$ cat src/rtl/jtkiwi_romrd.sv
// Two-client single-line ROM read cache in front of one SDRAM read port.
// Optional macro JTKIWI_RR_ARB_EN selects round-robin tie breaking instead of scr priority.
module jtkiwi_romrd (
  input  logic        clk,
  input  logic        rst,
  input  logic [19:2] scr_addr,
  input  logic        scr_cs,
  output logic [31:0] scr_data,
  output logic        scr_ok,
  input  logic [19:2] obj_addr,
  input  logic        obj_cs,
  output logic [31:0] obj_data,
  output logic        obj_ok,
  output logic [19:2] rom_addr,
  output logic        rom_req,
  input  logic        rom_ack,
  input  logic        rom_dok,
  input  logic [31:0] rom_data
);

  typedef enum logic [1:0] {
    IDLE = 2'd0,
    REQ  = 2'd1,
    DATA = 2'd2
  } state_t;

  state_t      st;
  state_t      nx;

  logic [19:2] scr_tag;
  logic [19:2] obj_tag;
  logic [31:0] scr_line;
  logic [31:0] obj_line;
  logic        scr_vld;
  logic        obj_vld;
  logic        scr_pend;
  logic        obj_pend;
  logic        gnt;
  logic        pick;
  logic        grant;
  logic        fill;
  logic        scr_miss;
  logic        obj_miss;

  assign scr_ok   = scr_cs & scr_vld & (scr_addr == scr_tag);
  assign obj_ok   = obj_cs & obj_vld & (obj_addr == obj_tag);
  assign scr_data = scr_line;
  assign obj_data = obj_line;
  assign scr_miss = scr_cs & ~scr_ok;
  assign obj_miss = obj_cs & ~obj_ok;

`ifdef JTKIWI_RR_ARB_EN
  // tie pointer: moves only when both clients compete
  logic last;

  assign pick = obj_pend & (~scr_pend | ~last);

  always_ff @(posedge clk or posedge rst) begin
    if (rst) begin
      last <= 1'b1;
    end else if (grant & scr_pend & obj_pend) begin
      last <= pick;
    end
  end
`else
  assign pick = ~scr_pend;
`endif

  always_ff @(posedge clk or posedge rst) begin
    if (rst) begin
      st <= IDLE;
    end else begin
      st <= nx;
    end
  end

  always_comb begin
    nx = st;
    unique case (st)
      IDLE: if (scr_pend | obj_pend) nx = REQ;
      REQ:  if (rom_ack) nx = DATA;
      DATA: if (rom_dok) nx = IDLE;
      default: nx = IDLE;
    endcase
  end

  always_comb begin
    rom_req = (st == REQ);
    grant   = (st == IDLE) & (scr_pend | obj_pend);
    fill    = (st == DATA) & rom_dok;
  end

  always_ff @(posedge clk or posedge rst) begin
    if (rst) begin
      gnt      <= 1'b0;
      rom_addr <= '0;
    end else if (grant) begin
      gnt      <= pick;
      rom_addr <= pick ? obj_addr : scr_addr;
    end
  end

  // a fill clears pending even if the client still misses;
  // a changed address re-pends on the following cycle
  always_ff @(posedge clk or posedge rst) begin
    if (rst) begin
      scr_pend <= 1'b0;
      obj_pend <= 1'b0;
    end else begin
      scr_pend <= (fill & ~gnt) ? 1'b0 : (scr_pend | scr_miss);
      obj_pend <= (fill & gnt) ? 1'b0 : (obj_pend | obj_miss);
    end
  end

  always_ff @(posedge clk or posedge rst) begin
    if (rst) begin
      scr_tag  <= '0;
      scr_line <= '0;
      scr_vld  <= 1'b0;
      obj_tag  <= '0;
      obj_line <= '0;
      obj_vld  <= 1'b0;
    end else if (fill) begin
      if (gnt) begin
        obj_tag  <= rom_addr;
        obj_line <= rom_data;
        obj_vld  <= 1'b1;
      end else begin
        scr_tag  <= rom_addr;
        scr_line <= rom_data;
        scr_vld  <= 1'b1;
      end
    end
  end

endmodule

$ cat config.mk
export PLATFORM = sky130hd
export DESIGN_NAME = jtkiwi_romrd
export DESIGN_NICKNAME = d
export VERILOG_FILES = /design/src/rtl/jtkiwi_romrd.sv
export SDC_FILE = /design/constraint.sdc
export NUM_CORES = 1
export LEC_CHECK = 0
export CAP_MARGIN = 10
export CORE_AREA = 4 4 113 115
export CTS_BUF_LIST = sky130_fd_sc_hd__clkbuf_4 sky130_fd_sc_hd__clkbuf_8
export DETAILED_ROUTE_END_ITERATION = 7
export DIE_AREA = 0 0 117 119
export HOLD_SLACK_MARGIN = 0.12
export PLACE_DENSITY_LB_ADDON = 0.08
export SLEW_MARGIN = 15
export SYNTH_ARGS = -nofsm -noshare
export SYNTH_HDL_FRONTEND = slang
export SYNTH_SLANG_ARGS = --single-unit
$ cat constraint.sdc
create_clock -name clk -period 5.4 [get_ports clk]
set_input_delay 0.54 -clock clk [delete_from_list [all_inputs] [get_ports clk]]
set_output_delay 0.54 -clock clk [all_outputs]
set_load 0.05 [all_outputs]
======== Word-level counts from Yosys, hierarchy flattened ========
Cells that the tools add are included.
storage, ports and cells
  register bits after elaboration ......... 125
  bits of input ports ..................... 74
  word-level logic and storage cells ...... 46
cells by class
  equality and inequality tests ........... 7
  mux-type cells .......................... 7
  bitwise logic cells ..................... 17
  reduce and logical (&&, ||, !) cells .... 4
operator list
  operator                                              number
  equality test 18 bit                                  2
  two-way mux 18 bit                                    1
  AND 1 bit                                             10
  two-way mux 2 bit                                     3
  case mux 2 bit (3 select lines)                       1
  != test 2 bit (second input constant)                 2
  inverter 1 bit                                        4
  AND reduction 2 bit                                   2
  OR 1 bit                                              3
  AND reduction 3 bit                                   1
  equality test 2 x 1 -> 1 bit (second input constant)  1
  equality test 2 bit (second input constant)           1
  logical NOT 2 bit                                     1
  two-way mux 1 bit                                     2
  != test 2 x 1 -> 1 bit (second input constant)        1

======== Logic depth before layout (Yosys ltp) ========
  word-level depth ........................ 6
  depth in mapped cells ................... 6
  gate-level depth less buffers ........... 5

======== Worst setup path before layout ========
Ideal clock, no wire load.
  kind .................................... input port to output port
  start point ............................. input scr_addr[18] in the netlist's numbering
  end point ............................... output scr_ok
  arrival time ............................ 2320 ps
  required time ........................... 4860 ps
  setup slack ............................. 2540 ps
  cell stages on the path ................. 4
  buffers on the path ..................... 0
  path through ............................ xnor2_1 > nand3_1 > or4_1 > nor3_1
between the ends
  cells in the longest elaborated chain, start to end .. 2
RTL lines
  element               line  RTL
  from (decl)           6     input logic [19:2] scr_addr,
  equality test 18 bit  45    assign scr_ok = scr_cs & scr_vld & (scr_addr == scr_tag);
  AND 1 bit             45
  to (decl)             9     output logic scr_ok,
No other way between the ends.

======== Worst setup path in the final report ========
  start point ............................. input obj_addr[17] in the netlist's numbering
  end point ............................... output obj_ok
between the ends
  cells in the longest elaborated chain, start to end .. 2
RTL lines
  element               line  RTL
  from (decl)           10    input logic [19:2] obj_addr,
  equality test 18 bit  46    assign obj_ok = obj_cs & obj_vld & (obj_addr == obj_tag);
  AND 1 bit             46
  to (decl)             13    output logic obj_ok,
No other way between the ends.

==> out/results.txt <==
Sequential fraction of design power: 33.6%
Highest clock rate: 293 MHz
Switching share of power: 44.3%
Detailed router's first-iteration violation count: 134
Post-synth EDFFs: 0
RSZ-0062 raised after global routing: false
Biggest cell delay along the critical path: 0.86 ns
Main synth FF type: sky130_fd_sc_hd__dfrtp_1
Initial core utilization: 44.0%
Count of final setup violators: 0
Aggregate global-route resource usage: 19.2%
Vias per cell: 5.05
Number of global-route vias before repair: 3856
Gate power share: 52.3%
Hold buffers post-CTS: 0
Setup crit end kind: primary output
Max clock buf depth: 2
I/O pin cnt: 159
Filler cell count: 978
Startpoint types: input port
Total power: 5.02 mW
Power Internal: 2.80 mW
Footprint of the multi-input gates: 1990 sq um
Buffers and inverters on the worst path: 2
Sinks on the clock net: 125
Remaining max-slew budget at the tightest pin: 47.7%
Post-route DRC violation count: 0
Row count: 40
Number of H-tree levels: 4
Core region area: 11800 sq um
Transition time at the pin with the least slew margin: 0.784 ns
Net Switching: 2.22 mW
Pin count of the biggest net entering global routing: 65
Die boundary width: 117 microns
Max-capacitance violation count: 0
Static leakage: 3.16 nW
Highest ir drop seen on vdd: 0.409 mV
Fin crit period: 3.41 ns
Number of antenna violations at the first check in global routing: 0
WP data arrival: 2.87 ns
Worst Skew: 0.00664 ns
Post-CTS resize count: 0
Highest-delay cell along the critical path: sky130_fd_sc_hd__clkdlybuf4s50_1
Clock latency of the later-clocked register in the worst-skew pair: 0.43 ns
Mapped Cells: 367
Clock Tree Root: sky130_fd_sc_hd__clkbuf_8
Total routed wirelength: 12600 microns
PwrDens: 689 nW/um^2
Class of the most critical setup path: input port to primary output
Die area: 13900 sq um
Sum of net half-perimeters after detailed placement: 8860 microns
Portion of total power attributed to the clock network: 14.1%
Cell area after synthesis: 5200 sq um
Total number of nets in the final design: 609
Gate family responsible for the most delay along the worst path: buffers and inverters
RD Place Congestion: 0.844
Post-Synthesis Mean Instance Area: 14.2 sq um
Count of endpoints failing hold in the final timing report: 0
Antenna-violating nets left: 0
Final antenna diode count: 0
Top fanout value on the critical path: 2
Port Buffers: 158
Share of synthesized registers carrying an async set or reset: 100%
Max-slew violation total from the final report: 0
Congestion Overflow GR: 0
Ordered list of cells on the worst path: clkdlybuf4s50_1 -> xnor2_1 -> nand3_1 -> or4_4 -> nor3_1 -> clkdlybuf4s50_1
Class of the worst hold path: register to register
Vertical extent of the die: 119 microns
Final clock period utilization by the worst path: 63.1%
Share of final-layout standard cells stronger than drive strength 1: 25.6%
Synthesis-stage register bit count: 125
Wire length of the first global-routing pass: 20100 microns
Data required time at the worst endpoint: 4.86 ns
Post-layout utilization of the core: 61.7%
Aggregate negative setup slack: 0 ns
Area used by sequential logic in the layout: 3130 sq um
Post CTS Setup Buffer Count: 0
Drt pass-1 iters: 4
Share of the yosys chip area belonging to registers: 60.2%
Post-synth cell types: 28
Routed WL per cell: 18.3 microns
Number of vias in the routed layout: 3487
Clock-pin slew on the worst setup and hold paths: 0.06 ns
Number of warning messages in the yosys log: 0
Clock buffer count from CTS: 17
Area added between synthesis and finish: 40.2%
Post-synth net total: 441
Most frequent cell on the critical path: sky130_fd_sc_hd__clkdlybuf4s50_1
Outcome: completed
Clock tree from TritonCTS: built
## placed cells by master, fill, tap and decap left out, drive strengths merged, types with 3 or more instances in the layout
master / instances
a21oi: 21
nand2: 3
clkdlybuf4s50: 158
mux2i: 18
nor2: 19
clkbuf: 26
buf: 7
dfrtp: 125
mux2: 100
inv: 3
xnor2: 16
nor4: 4
nand3: 4
xor2: 20
## worst paths after layout
path,startpoint,endpoint,slack (ns),cells past startpoint
worst max-delay path,obj_addr[17],obj_ok,1.99,6
worst min-delay path,obj_vld,obj_vld,0.47,1
min in group asynchronous,rst,obj_data[11],0.59,2
worst min register to register,obj_vld,obj_vld,0.47,1
max in group asynchronous,rst,scr_data[28],3.51,3
worst max register to register,scr_tag[17],scr_pend,3.49,5
## power groups by stage
stage / combinational (mW) / sequential, mW / clock (mW)
2_1_floorplan: 0.740 / 2.69 / 0
6_report: 2.63 / 1.69 / 0.707
5_1_grt: 2.76 / 1.75 / 0.782
3_3_place_gp: 2.63 / 1.68 / 0
4_1_cts: 2.66 / 1.69 / 0.737
3_5_place_dp: 2.65 / 1.71 / 0
## cells by family (layout without fill, tap and decap cells)
kind of cell	Yosys count	after routing	synth area share, %
AO/OA/AOI/OAI	27	27	2.86
XOR/XNOR	36	36	6.06
buffers and inverters	19	196	1.64
flip-flops	125	125	60.2
multiplexers	118	118	25.1
AND/OR/NAND/NOR	42	42	4.14
## per-stage QoR
step	instance area [sq um]	cells	worst slack, ns	hold WS (ns)
2_1_floorplan	5200	367	1.53	0.434
3_3_place_gp	6950	663	1.98	0.452
3_5_place_dp	6950	663	1.98	0.456
4_1_cts	7290	691	1.98	0.475
5_1_grt	7290	691	1.90	0.494
6_report	7290	691	1.99	0.470
## cells in the mapped netlist, types with 2 or more instances
| cell type | count | area share, % |
|---|---|---|
| sky130_fd_sc_hd__dfrtp_1 | 125 | 60 |
| sky130_fd_sc_hd__mux2_2 | 100 | 22 |
| sky130_fd_sc_hd__a21oi_1 | 21 | 2.0 |
| sky130_fd_sc_hd__xor2_1 | 20 | 3.4 |
| sky130_fd_sc_hd__nor2_1 | 19 | 1.4 |
| sky130_fd_sc_hd__mux2i_1 | 18 | 3.5 |
| sky130_fd_sc_hd__xnor2_1 | 16 | 2.7 |
| sky130_fd_sc_hd__buf_2 | 11 | 1.1 |
| sky130_fd_sc_hd__nand3_1 | 4 | 0.39 |
| sky130_fd_sc_hd__nor4_1 | 4 | 0.48 |
| sky130_fd_sc_hd__clkbuf_1 | 3 | 0.22 |
| sky130_fd_sc_hd__inv_1 | 3 | 0.22 |
| sky130_fd_sc_hd__nand2_1 | 3 | 0.22 |
| sky130_fd_sc_hd__buf_1 | 2 | 0.14 |
| sky130_fd_sc_hd__nand2b_1 | 2 | 0.24 |
| sky130_fd_sc_hd__nand4_1 | 2 | 0.24 |
| sky130_fd_sc_hd__nor3_1 | 2 | 0.19 |
| sky130_fd_sc_hd__o21a_1 | 2 | 0.29 |
## worst register-to-register path, stage by stage, from the launching register on
cell                      delay [ns]
sky130_fd_sc_hd__dfrtp_1        0.38
sky130_fd_sc_hd__xnor2_1        0.23
sky130_fd_sc_hd__nand4_1        0.14
sky130_fd_sc_hd__or4_1          0.44
sky130_fd_sc_hd__o31ai_1        0.47
sky130_fd_sc_hd__a21oi_1        0.12
## registers in the layout, summed over array words and instances (netlist names)
| signal | cells |
|---|---|
| rom_addr | 18 |
| scr_data | 32 |
| st | 2 |
| obj_data | 32 |
| obj_tag | 18 |
| scr_vld | 1 |
| gnt | 1 |
| scr_tag | 18 |
| obj_vld | 1 |
| scr_pend | 1 |
| obj_pend | 1 |
## cell type report
cell class	instances	share of cell area, %
inverter	3	0.189
clock inverter	2	0.137
multi-input combinational	223	27.3
timing repair buffer	165	22.4
clock buffer	26	4.48
tap	147	2.52
sequential	125	42.9
## metal layers
layer | vias up | routed length (microns) | track usage (%)
li1 | 1616 | - | -
met1 | 1759 | 5000 | 22.3
met4 | 0 | 157 | 6.24
met2 | 96 | 6440 | 31.3
met3 | 16 | 1020 | 8.99
met5 | - | 0 | 0
(Power assumes the default switching activity.)
